==> src/rtl/vector_sub_sched_pkg.sv <==
// rtl/vector_sub_sched_pkg.sv - shared vector widths, datapath latency and scheduler state type
//
// Purpose: constants and types used by vector_sub_sched, rr_arbiter and vector_sub.
// Ports:   none (package).
package vector_sub_sched_pkg;

  localparam int LANE_W    = 32;
  localparam int NUM_LANES = 3;
  localparam int VEC_W     = LANE_W * NUM_LANES;
  localparam int VSUB_LAT  = 2;

  typedef enum logic [1:0] {
    S_RUN   = 2'd0,
    S_DRAIN = 2'd1,
    S_HALT  = 2'd2
  } sched_state_e;

  // Requester-index width; never below one bit so a 2-requester build still has a tag.
  function automatic int tag_w(input int n);
    return (n > 2) ? $clog2(n) : 1;
  endfunction

endpackage

==> src/rtl/vector_sub_sched_rr_arbiter.sv <==
// rtl/vector_sub_sched_rr_arbiter.sv - round-robin arbiter with registered pointer
//
// Purpose: one-hot grant to the first requester at or above ptr (with wrap);
//          ptr moves to granted index + 1 after every grant.
// Ports:   clk, rst (sync, active-high); req (requests); en (grant enable);
//          gnt (one-hot grant), gnt_idx (granted index), gnt_vld (any grant).
module rr_arbiter
  import vector_sub_sched_pkg::*;
#(
  parameter int NUM_REQ = 4,
  parameter int IW      = tag_w(NUM_REQ)
) (
  input  logic               clk,
  input  logic               rst,
  input  logic [NUM_REQ-1:0] req,
  input  logic               en,
  output logic [NUM_REQ-1:0] gnt,
  output logic [IW-1:0]      gnt_idx,
  output logic               gnt_vld
);

  logic [IW-1:0] ptr_q, ptr_d;
  logic [IW:0]   cand;

  always_comb begin
    gnt_vld = 1'b0;
    gnt_idx = '0;
    cand    = '0;
    // Walk candidates ptr, ptr+1, ... wrapping at NUM_REQ (not at a power of two).
    for (int k = 0; k < NUM_REQ; k++) begin
      cand = {1'b0, ptr_q} + (IW+1)'(k);
      if (cand >= (IW+1)'(NUM_REQ)) cand = cand - (IW+1)'(NUM_REQ);
      if (!gnt_vld && en && req[cand[IW-1:0]]) begin
        gnt_vld = 1'b1;
        gnt_idx = cand[IW-1:0];
      end
    end
    gnt   = gnt_vld ? (NUM_REQ'(1) << gnt_idx) : '0;
    ptr_d = ptr_q;
    if (gnt_vld) ptr_d = (gnt_idx == IW'(NUM_REQ-1)) ? '0 : gnt_idx + IW'(1);
  end

  always_ff @(posedge clk) begin
    if (rst) ptr_q <= '0;
    else     ptr_q <= ptr_d;
  end

endmodule

==> src/rtl/vector_sub_sched_vector_sub.sv <==
// rtl/vector_sub_sched_vector_sub.sv - pipelined three-lane 32-bit fixed-point subtractor
//
// Purpose: r = a - b per 32-bit lane, LAT cycles from new_data to output_valid.
// Ports:   clk, rst (sync, active-high); new_data, a, b (operands);
//          output_valid, r (result, LAT cycles later).
module vector_sub
  import vector_sub_sched_pkg::*;
#(
  parameter int LAT = VSUB_LAT
) (
  input  logic             clk,
  input  logic             rst,
  input  logic             new_data,
  input  logic [VEC_W-1:0] a,
  input  logic [VEC_W-1:0] b,
  output logic             output_valid,
  output logic [VEC_W-1:0] r
);

  logic [LAT-1:0]   vld_q, vld_d;
  logic [VEC_W-1:0] r_q [LAT];
  logic [VEC_W-1:0] r_d [LAT];
  logic [VEC_W-1:0] diff;

  always_comb begin
    diff = '0;
    for (int l = 0; l < NUM_LANES; l++) begin
      diff[l*LANE_W +: LANE_W] = a[l*LANE_W +: LANE_W] - b[l*LANE_W +: LANE_W];
    end
    vld_d[0] = new_data;
    r_d[0]   = diff;
    for (int s = 1; s < LAT; s++) begin
      vld_d[s] = vld_q[s-1];
      r_d[s]   = r_q[s-1];
    end
  end

  always_ff @(posedge clk) begin
    if (rst) begin
      vld_q <= '0;
      for (int s = 0; s < LAT; s++) r_q[s] <= '0;
    end else begin
      vld_q <= vld_d;
      for (int s = 0; s < LAT; s++) r_q[s] <= r_d[s];
    end
  end

  assign output_valid = vld_q[LAT-1];
  assign r            = r_q[LAT-1];

endmodule

==> src/rtl/vector_sub_sched.sv <==
// rtl/vector_sub_sched.sv - round-robin scheduler sharing one vector_sub among requesters
//
// Purpose: grants at most one vector pair per cycle, tags it with the requester
//          index, and returns v1 - v2 to that requester SUB_LAT+1 cycles later.
// Ports:   clk, rst (sync, active-high);
//          req_valid/req_ready/req_v1/req_v2 (per-requester issue, 96-bit slices);
//          hold (stop granting); res_valid (one-hot owner), res_data (shared result);
//          idle (nothing in flight, no grant); err (sticky tag/datapath disagreement).
module vector_sub_sched
  import vector_sub_sched_pkg::*;
#(
  parameter int NUM_REQ = 4,
  parameter int SUB_LAT = VSUB_LAT
) (
  input  logic                     clk,
  input  logic                     rst,
  input  logic [NUM_REQ-1:0]       req_valid,
  output logic [NUM_REQ-1:0]       req_ready,
  input  logic [NUM_REQ*VEC_W-1:0] req_v1,
  input  logic [NUM_REQ*VEC_W-1:0] req_v2,
  input  logic                     hold,
  output logic [NUM_REQ-1:0]       res_valid,
  output logic [VEC_W-1:0]         res_data,
  output logic                     idle,
  output logic                     err
);

  localparam int IW = tag_w(NUM_REQ);
  localparam int CW = $clog2(SUB_LAT + 2);

  sched_state_e state;
  logic               grant_en;
  logic [NUM_REQ-1:0] gnt;
  logic [IW-1:0]      gnt_idx;
  logic               xfer;
  logic [VEC_W-1:0]   v1_sel, v2_sel;
  logic               dp_valid;
  logic [VEC_W-1:0]   dp_r;

  logic [SUB_LAT-1:0] tag_vld_q, tag_vld_d;
  logic [IW-1:0]      tag_idx_q [SUB_LAT];
  logic [IW-1:0]      tag_idx_d [SUB_LAT];
  logic [NUM_REQ-1:0] res_valid_q, res_valid_d;
  logic [VEC_W-1:0]   res_data_q, res_data_d;
  logic [CW-1:0]      cnt_q, cnt_d;
  logic [CW-1:0]      mask_q, mask_d;
  logic               err_q, err_d;
  logic               tail_vld;
  logic [IW-1:0]      tail_idx;

  // State is a decode of hold and the in-flight count, so dropping hold
  // re-enables granting in the same cycle.
  always_comb begin
    state = S_RUN;
    if (hold) state = (cnt_q != '0) ? S_DRAIN : S_HALT;
    grant_en = (state == S_RUN) && !rst;
    idle     = (state == S_HALT) || ((state == S_RUN) && (cnt_q == '0) && !xfer);
  end

  rr_arbiter #(.NUM_REQ(NUM_REQ), .IW(IW)) u_arb (
    .clk     (clk),
    .rst     (rst),
    .req     (req_valid),
    .en      (grant_en),
    .gnt     (gnt),
    .gnt_idx (gnt_idx),
    .gnt_vld (xfer)
  );

  always_comb begin
    v1_sel = '0;
    v2_sel = '0;
    for (int i = 0; i < NUM_REQ; i++) begin
      if (gnt[i]) begin
        v1_sel = req_v1[i*VEC_W +: VEC_W];
        v2_sel = req_v2[i*VEC_W +: VEC_W];
      end
    end
  end

  vector_sub #(.LAT(SUB_LAT)) u_vsub (
    .clk          (clk),
    .rst          (rst),
    .new_data     (xfer),
    .a            (v1_sel),
    .b            (v2_sel),
    .output_valid (dp_valid),
    .r            (dp_r)
  );

  always_comb begin
    tag_vld_d[0] = xfer;
    tag_idx_d[0] = gnt_idx;
    for (int s = 1; s < SUB_LAT; s++) begin
      tag_vld_d[s] = tag_vld_q[s-1];
      tag_idx_d[s] = tag_idx_q[s-1];
    end
    tail_vld    = tag_vld_q[SUB_LAT-1];
    tail_idx    = tag_idx_q[SUB_LAT-1];
    res_valid_d = tail_vld ? (NUM_REQ'(1) << tail_idx) : '0;
    res_data_d  = tail_vld ? dp_r : res_data_q;
    case ({xfer, tail_vld})
      2'b10:   cnt_d = cnt_q + CW'(1);
      2'b01:   cnt_d = cnt_q - CW'(1);
      default: cnt_d = cnt_q;
    endcase
    // Datapath outputs left over from before a reset are ignored for one latency window.
    mask_d = (mask_q != '0) ? mask_q - CW'(1) : '0;
    err_d  = err_q | ((dp_valid != tail_vld) && (mask_q == '0));
  end

  always_ff @(posedge clk) begin
    if (rst) begin
      tag_vld_q   <= '0;
      for (int s = 0; s < SUB_LAT; s++) tag_idx_q[s] <= '0;
      res_valid_q <= '0;
      res_data_q  <= '0;
      cnt_q       <= '0;
      mask_q      <= CW'(SUB_LAT);
      err_q       <= 1'b0;
    end else begin
      tag_vld_q   <= tag_vld_d;
      for (int s = 0; s < SUB_LAT; s++) tag_idx_q[s] <= tag_idx_d[s];
      res_valid_q <= res_valid_d;
      res_data_q  <= res_data_d;
      cnt_q       <= cnt_d;
      mask_q      <= mask_d;
      err_q       <= err_d;
    end
  end

  assign req_ready = gnt;
  assign res_valid = res_valid_q;
  assign res_data  = res_data_q;
  assign err       = err_q;

endmodule

==> config.mk <==
export PLATFORM = sky130hd
export DESIGN_NAME = vector_sub_sched
export DESIGN_NICKNAME = d
export VERILOG_FILES = /design/src/rtl/vector_sub_sched_pkg.sv /design/src/rtl/vector_sub_sched_rr_arbiter.sv /design/src/rtl/vector_sub_sched_vector_sub.sv /design/src/rtl/vector_sub_sched.sv
export SDC_FILE = /design/constraint.sdc
export NUM_CORES = 1
export LEC_CHECK = 0
export ABC_AREA = 1
export CORE_AREA = 2 2 339 341
export CTS_CLUSTER_DIAMETER = 60
export DETAILED_ROUTE_END_ITERATION = 7
export DIE_AREA = 0 0 341 343
export GPL_ROUTABILITY_DRIVEN = 1
export GPL_TIMING_DRIVEN = 0
export PLACE_DENSITY = 0.42
export SLEW_MARGIN = 20
export SYNTH_ARGS = -nofsm -noshare
export SYNTH_HDL_FRONTEND = slang
export SYNTH_SLANG_ARGS = --single-unit
==> constraint.sdc <==
create_clock -name clk -period 11.1 [get_ports clk]
set_clock_uncertainty 0.05 [all_clocks]
set_input_delay 2.22 -clock clk [delete_from_list [all_inputs] [get_ports clk]]
set_output_delay 2.22 -clock clk [all_outputs]
set_load 0.02 [all_outputs]
Word-level counts from Yosys, hierarchy flattened
Memories as Yosys holds them, arrays and structs flattened. A register that Yosys moved wholly into a read port is not among the register bits.
Index checks and enable logic that the tools add are counted.
{"block": "totals", "register_bits": 15, "mem_bits_rw": 196, "input_bits": 775, "output_inout_bits": 106, "elab_cells": 112, "memories": 2}
{"block": "op_classes", "addsub": 14, "magnitude_cmp": 8, "eq_ne": 5, "shift": 2, "muxes": 41, "bitwise_logic": 7, "reduce_logical": 25}
{"name": "u_vsub.r_q", "words": 2, "width": 96, "rd": 2, "rd_clocked_by_memory_dff": 1, "write_ports": 2, "line": "vector_sub_sched_vector_sub.sv:21", "source": "logic [VEC_W-1:0] r_q [LAT];"}
{"name": "tag_idx_q", "words": 2, "width": 2, "rd": 2, "rd_clocked_by_memory_dff": 0, "write_ports": 2, "line": "vector_sub_sched.sv:41", "source": "logic [IW-1:0] tag_idx_q [SUB_LAT];"}
{"op": "96-bit two-way mux", "n": 10}
{"op": "32-bit subtractor", "n": 3}
{"op": "2-bit two-way mux", "n": 14}
{"op": "2-bit by 3-bit < comparator with 1-bit output (second input constant)", "n": 4}
{"op": "2-bit by 1-bit subtractor with 2-bit output (second input constant)", "n": 6}
{"op": "1-bit logical AND", "n": 11}
{"op": "1-bit two-way mux", "n": 11}
{"op": "3-bit >= comparator (second input constant)", "n": 3}
{"op": "1-bit binary-select mux with 2-bit select", "n": 4}
{"op": "1-bit by 2-bit << shifter with 4-bit output (first input constant)", "n": 2}
{"op": "2-bit by 2-bit adder with 3-bit output (second input constant)", "n": 2}
{"op": "2-bit equality test (second input constant)", "n": 3}
{"op": "2-bit logical NOT", "n": 3}
{"op": "2-bit nonzero test", "n": 3}
{"op": "1-bit logical NOT", "n": 5}
{"op": "1-bit OR", "n": 5}
{"op": "2-bit by 1-bit adder with 2-bit output (second input constant)", "n": 2}
{"op": "4-bit two-way mux", "n": 1}
{"op": "2-bit one-hot mux with 2 select lines", "n": 1}
{"op": "2-bit OR reduction", "n": 2}
{"op": "2-bit by 1-bit adder with 3-bit output (second input constant)", "n": 1}
{"op": "2-bit by 3-bit >= comparator with 1-bit output (second input constant)", "n": 1}
{"op": "2-bit by 1-bit equality test with 1-bit output (second input constant)", "n": 1}
{"op": "1-bit inverter", "n": 2}
{"op": "2 further kinds", "n": 2}

Longest topological paths before layout
Gate-level depths: netlist (run 1).
{"block": "logic_depth", "word_depth": 27, "ltp_mapped": 36, "depth_no_buf": 34}

Hierarchy
From an unflattened synthesis (run 1), not the netlist that was laid out.
{"block": "hier_totals", "cells_unflattened": 4372, "area_unflattened_um2": 24258.3}
{"module": "vector_sub", "instances": 1, "cells_per_inst": 2116, "area_each_um2": 12719.7, "seq_area_each_um2": 3883.7}
{"module": "vector_sub_sched", "instances": 1, "cells_per_inst": 2165, "area_each_um2": 11008.1, "seq_area_each_um2": 2222.1}
{"module": "rr_arbiter", "instances": 1, "cells_per_inst": 91, "area_each_um2": 530.5, "seq_area_each_um2": 40.0}

Worst setup path before layout (run 1)
OpenSTA, ideal clock, no wires.
{"block": "synth_path", "kind": "input-to-reg", "from": "in rst", "to": "mem u_vsub.r_q[0][84] (netlist bit)", "setup_time_ns": 0.113, "arrival_ns": 6.391, "t_required_ns": 10.937, "path_slack_ns": 4.546, "cell_stages": 27, "path_buffers": 2, "path_cell_list": "nor2_1 nand2_1 nor2_1 nand3_1 nand2_1 nor2_1 a31oi_1 ha_1 nand2_1 inv_2 buf_2 buf_2 nand2_1 a21oi_1 o22ai_1 ha_1 fa_1 o21ai_0 a21oi_1 o21ai_0 a21boi_0 o21ai_0 nand2_1 nand2_1 nand2_1 nand2_1 nor2_1"}
{"element": "start, declared", "line": "vector_sub_sched.sv:16", "source": "input logic rst,"}
{"element": "end, declared", "line": "vector_sub_sched_vector_sub.sv:21"}

Worst setup path after layout (run 1)
{"block": "layout_path", "from": "in rst", "to": "out req_ready[3]"}
{"block": "layout_via", "elab_chain_len": 18}
{"element": "1-bit logical NOT (*)", "line": "vector_sub_sched.sv:56", "source": "grant_en = (state == S_RUN) && !rst;"}
{"element": "1-bit logical AND (*)", "line": "vector_sub_sched.sv:56"}
{"element": "1-bit logical AND", "line": "vector_sub_sched_rr_arbiter.sv:33", "source": "if (!gnt_vld && en && req[cand[IW-1:0]]) begin"}
{"element": "1-bit two-way mux", "line": "vector_sub_sched_rr_arbiter.sv:33"}
{"element": "1-bit logical NOT", "line": "vector_sub_sched_rr_arbiter.sv:33"}
{"element": "1-bit logical AND (2 in a row)", "line": "vector_sub_sched_rr_arbiter.sv:33"}
{"element": "1-bit two-way mux", "line": "vector_sub_sched_rr_arbiter.sv:33"}
{"element": "1-bit logical NOT", "line": "vector_sub_sched_rr_arbiter.sv:33"}
{"element": "1-bit logical AND (2 in a row)", "line": "vector_sub_sched_rr_arbiter.sv:33"}
{"element": "1-bit two-way mux", "line": "vector_sub_sched_rr_arbiter.sv:33"}
{"element": "1-bit logical NOT", "line": "vector_sub_sched_rr_arbiter.sv:33"}
{"element": "1-bit logical AND (2 in a row)", "line": "vector_sub_sched_rr_arbiter.sv:33"}
{"element": "2-bit two-way mux (*)", "line": "vector_sub_sched_rr_arbiter.sv:33"}
{"element": "named net gnt_idx[0]", "line": "vector_sub_sched.sv:34", "source": "logic [IW-1:0] gnt_idx;"}
{"element": "1-bit by 2-bit << shifter with 4-bit output (*)", "line": "vector_sub_sched_rr_arbiter.sv:38", "source": "gnt = gnt_vld ? (NUM_REQ'(1) << gnt_idx) : '0;"}
{"element": "4-bit two-way mux (*)", "line": "vector_sub_sched_rr_arbiter.sv:38"}
{"element": "end, declared", "line": "vector_sub_sched.sv:18", "source": "output logic [NUM_REQ-1:0] req_ready,"}
The timed path passes the listed nets; every way through them passes the cells marked *.

==> metrics.md, run 1 <==
| Metric | Value |
|---|---|
| Status | completed |
| Clk root buf | clkbuf_16 |
| WL/cell | about 27 um |
| Setup slack, reg-to-reg | around 4000 ps |
| Total GRT Usage | 24.6% |
| Initial antenna violation count | 32 |
| Via count | around 25,000 |
| Final period util | between 80% and 90% |
| Global-route wire length before repair | between 200,000 and 250,000 um |
| Flops & latches, synth | approximately 300 |
| Worst slew margin | ~22% |
| Layout cell share with drive strength beyond 1 | 3.77% |
| Design Area, Final | 31,700 sq um |
| Crit Path Max Fanout | 10 |
| P_leak | 13.5 nW |
| Die area | around 120,000 sq um |
| Worst skew pair latency | about 600 ps |
| DRC | 0 |
| Final Net Count | slightly below 5,000 |
| Antenna viol nets, final | 0 |
| CP startpoint | rst |
| H-tree levels | 2 |
| Reg2reg end | u_vsub.r_q[0][23] |
| Adder-Cell Fraction of Synth Area | 6.54% |
| Die Ht | 343 um |
| Setup crit end | req_ready[3] |
| Setup TNS | 0 ps |
| Final GP Congestion | ~1.0 |
| Port Buffers | 879 |
| Synth warn | 0 |
| Total CTS buffers | ~40 |
| HP Class | reg2reg |
| Vias in the first global route | between 20,000 and 25,000 |
| # clock sinks | 302 |
| Max Cap Violations | 0 |
| Post-synthesis async set-or-reset flop share | 0% |
| Multiplexer share of the synthesized area | 0% |
| Layout Cells excl Fill | 5,633 |
| TritonCTS clock tree | done |
| Count of cells resized by post-cts repair | 0 |
| Commonest non-fill, non-tap cell in the layout | clkdlybuf4s50_1 |
| Hold Slack | roughly 320 ps |
| GR Overflow Total | 0 |
| Primary FF master, synth | dfxtp_1 |
| Worst path arrival time | approximately 6800 ps |
| DP Cell Count | approximately 5,500 |
| # setup viols final | 0 |
| Main combinational cell family by area after synthesis | simple AND/OR/NAND/NOR gates |
| Least-Margin Pin Slew | 1170 ps |
| DR pass1 iterations | 7 |
| Post-synth EDFFs | 0 |
| Synthesized area per cell | 6.24 sq um |
| Post-Syn Instances | between 3,000 and 4,000 |
| Power density over the cells | about 380 nW/um^2 |
| Xor-xnor portion of the synthesized cell area | less than 1% |
| Via/cell ratio | between 4 and 5 |
| Initial Util | 17.3% |
| Cell area after synthesis | between 15,000 and 20,000 sq um |
| Most frequent cells in the layout | 879 x clkdlybuf4s50_1, 801 x nand2_1, 435 x nor2_1, 341 x o21ai_0, 302 x dfxtp_1 |
| Dominant cells by area after synthesis | dfxtp_1 31%, nand2_1 15%, o21ai_0 8.7%, nor2_1 8.3%, a21oi_1 6.6% |
| Post-CTS Setup Inserts | 0 |
| Syn nets | 4,030 |
| Ports | slightly below 900 |
| RSZ-0062 raised after global routing | no |
| Peak VDD IR | approximately 0.00016 V |
| Worst slack at placement | around 1700 ps |
| Post-CTS Hold Buffers | 0 |
| Synth Area in Compound Gates | around a quarter |
| Data required time of the critical path | approximately 8800 ps |
| Setup ws final | around 2000 ps |
| Fmax | ~110 MHz |
| Crit-path slowest cell | clkdlybuf4s50_1 |
| Core footprint | 113,000 sq um |
| Starting DRC count in detailed routing | slightly below 2,000 |
| Post-synthesis cell type count | 43 |
| Largest net degree at the start of global routing | 13 |
| Endpoints failing hold | 0 |
| Crit-path max cell delay | 860 ps |
| Seq/Total Area, Yosys | 30.7% |
| Number of cells on the worst reg-to-reg path | 30 |
| CTS Buffer Depth | 3 |
| Layout Utilization | around 28% |
| Endpoint class of the critical path | output pin |
| # rows | ~120 |
| Dpl cell area | 30,400 sq um |
| Clock transition at path regs | ~60 ps |
| Yosys top cell by area | dfxtp_1 |
| Final WL | ~150,000 um |
| Width of the die | 341 um |
| RR Startpoint | u_arb.ptr_q[0] |
| Synth Area in Simple Gates | 28.7% |
| Layout area overhead | 61.4% |
| Final Total Pwr | roughly 12 mW |
| Crit path kind | in2out |
| CP cell instances | clkdlybuf4s50_1 > nor2_1 > nand2_1 > nor2_1 > nand3_1 > nand2_1 > nor2_1 > a31oi_1 > ha_1 > nand2_2 > inv_2 > buf_4 > buf_4 > buf_2 > clkdlybuf4s50_1 |
| Detailed placer's ending HPWL | 129,000 um |
| Startpoint Class | input port |
| Slew Limit Fails | 0 |
| Yosys top cell area share | approximately 30% |
| Worst path most repeated cell | nor2_1 |
| Minimum clock period | 9040 ps |
power by group:
group          switching (mW)  internal [mW]
logic                    6.35           2.89
registers               0.126           1.45
clock network           0.551          0.735
total                    7.02           5.08
Yosys cell counts, drive strengths merged (3+ instances only):
cell type	number
inv	248
nand4	21
nor3	11
nor2	437
a22oi	6
fa	3
o31ai	3
o21bai	13
clkbuf	97
xor2	12
ha	98
o21ai	428
a221oi	7
a21oi	261
dfxtp	302
nand3	139
xnor2	4
a21o	17
o22ai	45
o21a	29
buf	79
a21boi	6
a31oi	61
nand2	804
nor4	9
flip-flops by register name (all words and copies together) (netlist names):
| signal | count |
|---|---|
| cnt_q | 2 |
| res_data | 96 |
| u_vsub.r_q | 192 |
| tag_vld_q | 2 |
| u_arb.ptr_q | 2 |
| tag_idx_q | 4 |
| res_valid | 4 |
worst max-delay path, delay by kind of cell:
family | cells | cell delay, ps
AOI/OAI and AO/OA | 1 | 310
and+or+nand+nor | 7 | 1240
buffers and inverters | 6 | 2720
adders and majority gates | 1 | 230
worst min path at each step:
| stage | cells past startpoint | startpoint | end |
|---|---|---|---|
| floorplan | 2 | tag_idx_q[0][0] | tag_idx_q[0][2] |
| global placement | 2 | tag_vld_q[0] | tag_vld_q[1] |
| detailed placement | 2 | u_vsub.r_q[0][52] | u_vsub.r_q[1][52] |
| CTS | 2 | u_vsub.r_q[0][41] | u_vsub.r_q[1][41] |
| global route | 2 | u_vsub.r_q[0][41] | u_vsub.r_q[1][41] |
| finish | 2 | u_vsub.r_q[0][41] | u_vsub.r_q[1][41] |
kinds of logic (layout without fill, tap and decap cells):
group	Yosys count	in the layout
flops	302	302
other cells	1	14
xor+xnor	16	16
compound gates	884	884
fa+ha+maj	101	101
simple gates	1425	1425
buf+inv	425	1379
routing by layer:
layer	up-vias	track usage [%]	wire length, um
met4	20	4.50	2630
met3	120	5.37	11300
met5	-	0	125
met2	994	39.7	67500
li1	12300	-	-
met1	12000	33.6	68400
layout make-up:
type	instances	area (sq um)
Clock inverter	21	193
Tap cell	1512	1890
Clock buffer	53	1130
Multi-Input combinational cell	2427	11900
Buffer	176	801
Fill cell	12800	81700
Sequential cell	302	6050
Timing Repair Buffer	880	8810
Antenna cell	13	32.5
Inverter	249	935
Note: power is estimated with default switching activity, not from simulation.
==> run 2, diff against run 1 <==
clock period = 8.86 ns   (was 11.1 ns; I/O delays follow)
==> metrics.md, run 2 (synthesis gave the netlist of run 1 again) <==
| Metric | Value |
|---|---|
| Detailed placer's ending HPWL | between 100,000 and 150,000 um |
| Post-CTS Hold Buffers | 0 |
| TritonCTS clock tree | done |
| Worst slew margin | 21.8% |
| Global-route wire length before repair | between 200,000 and 250,000 um |
| Layout cell share with drive strength beyond 1 | under 10% |
| Worst skew pair latency | about 600 ps |
| Crit-path max cell delay | between 500 and 600 ps |
| Final period util | between 90 and 100% |
| Endpoints failing hold | 0 |
| GR Overflow Total | 0 |
| Crit-path slowest cell | o21ai_0 |
| Clk root buf | clkbuf_16 |
| Total GRT Usage | ~25% |
| Commonest non-fill, non-tap cell in the layout | clkdlybuf4s50_1 |
| Fmax | around 120 MHz |
| Minimum clock period | a little over 8000 ps |
| Worst path arrival time | 8680 ps |
| DRC | 0 |
| Antenna viol nets, final | 0 |
| Post-CTS Setup Inserts | 0 |
| Final WL | around 150,000 um |
| Width of the die | approximately 340 um |
| Dpl cell area | ~30,000 sq um |
| Die area | 117,000 sq um |
| Core footprint | between 100,000 and 150,000 sq um |
| Total CTS buffers | 41 |
| Layout area overhead | 61.4% |
| Fill cell count | approximately 13,000 |
| P_leak | about 14 nW |
| Crit Path Max Fanout | 10 |
| DR pass1 iterations | 7 |
| RSZ-0062 raised after global routing | no |
| Ports | between 800 and 900 |
| Largest net degree at the start of global routing | 13 |
| Final Net Count | between 4,000 and 5,000 |
| Power density over the cells | ~480 nW/um^2 |
| Port Buffers | slightly below 900 |
| # setup viols final | 0 |
| Slew Limit Fails | 0 |
| Crit path kind | in2reg |
| # clock sinks | about 300 |
| Max Cap Violations | 0 |
| CTS Buffer Depth | 3 |
| Final GP Congestion | about 1.0 |
| Endpoint class of the critical path | flop |
| Most frequent cells in the layout | 879 x clkdlybuf4s50_1, 801 x nand2_1, 435 x nor2_1, 341 x o21ai_0, 302 x dfxtp_1 |
| Data required time of the critical path | around 9300 ps |
| Clock transition at path regs | about 60 ps |
| Die Ht | 343 um |
| Setup TNS | 0 ps |
| Largest Register | u_vsub.r_q |
| # rows | ~120 |
| WL/cell | between 20 and 30 um |
| Max FFs per register | approximately 190 |
| Starting DRC count in detailed routing | 1,934 |
| Initial Util | 17.3% |
| Design Area, Final | about 32,000 sq um |
| Multi-input logic area | between 10,000 and 15,000 sq um |
| Initial antenna violation count | 32 |
| Via count | around 25,000 |
| Startpoint Class | input port |
| Least-Margin Pin Slew | between 1000 and 1500 ps |
| H-tree levels | 2 |
| Peak VDD IR | roughly 0.00020 V |
| Vias in the first global route | between 20,000 and 25,000 |
| Worst path most repeated cell | nand2_1 |
| Status | completed |
| HP Class | reg2reg |
| Sequential cell area | ~6000 sq um |
| Via/cell ratio | 4.52 |
==> run 2: changes by cell type in the layout (fill, tap and decap cells not counted) <==
cell     before  now
a22oi_1       6    5
a22oi_2       0    1
==> run 2: area by class of cell <==
type	count	share of cell area, %
multi-input cells	2427	37.5
repair buffers	880	27.8
flip-flops and latches	302	19.0
well taps	1512	5.96
clock buffers	53	3.56
inverters	249	2.94
plain buffers	176	2.52
clock inverters	21	0.607
diodes	13	0.102
==> run 2: critical path, delay by kind of cell <==
family,cells,cell delay (ps)
AOI/OAI and AO/OA,9,2290
adders and majority gates,3,1130
buffers and inverters,7,2050
and+or+nand+nor,11,1380
==> run 2: timing repair <==
item / CTS / global route
gates resized for setup: 0 / 1
endpoints found under the setup margin: 0 / 1
endpoints found under the hold margin: 0 / 0
==> run 2: final timing paths <==
check | slack (ps) | cells after the start | startpoint | end
setup / recovery | 620 | 30 | rst | u_vsub.r_q[0][52]
hold / removal | 320 | 2 | u_vsub.r_q[0][41] | u_vsub.r_q[1][41]
setup reg to reg | 1900 | 32 | u_arb.ptr_q[0] | u_vsub.r_q[0][52]
hold reg to reg | 320 | 2 | u_vsub.r_q[0][41] | u_vsub.r_q[1][41]
==> run 2: stage by stage <==
step           std cells  setup WS [ps]  hold slack, ps  util [%]  total power, mW
2_1_floorplan       3154           2750             338         -             9.03
3_3_place_gp        5545           -104             343      26.8             13.4
3_5_place_dp        5546          -71.0             345      26.8             13.4
4_1_cts             5620            531             325      28.0             15.1
5_1_grt             5623           11.0             340      28.0             16.5
6_report            5633            623             319      28.0             15.2
==> run 2: metal layers <==
layer | GRT usage [%] | wire length (um) | part of all wire (%)
met3 | 5.37 | 11300 | 7.5
met5 | 0 | 125 | 0.083
met4 | 4.50 | 2630 | 1.8
met1 | 33.6 | 68400 | 46
met2 | 39.7 | 67500 | 45
==> run 2: power breakdown <==
part | switching (mW) | internal, mW
Clock | 0.690 | 0.921
Combinational | 7.95 | 3.62
Sequential | 0.158 | 1.82
Total | 8.80 | 6.36
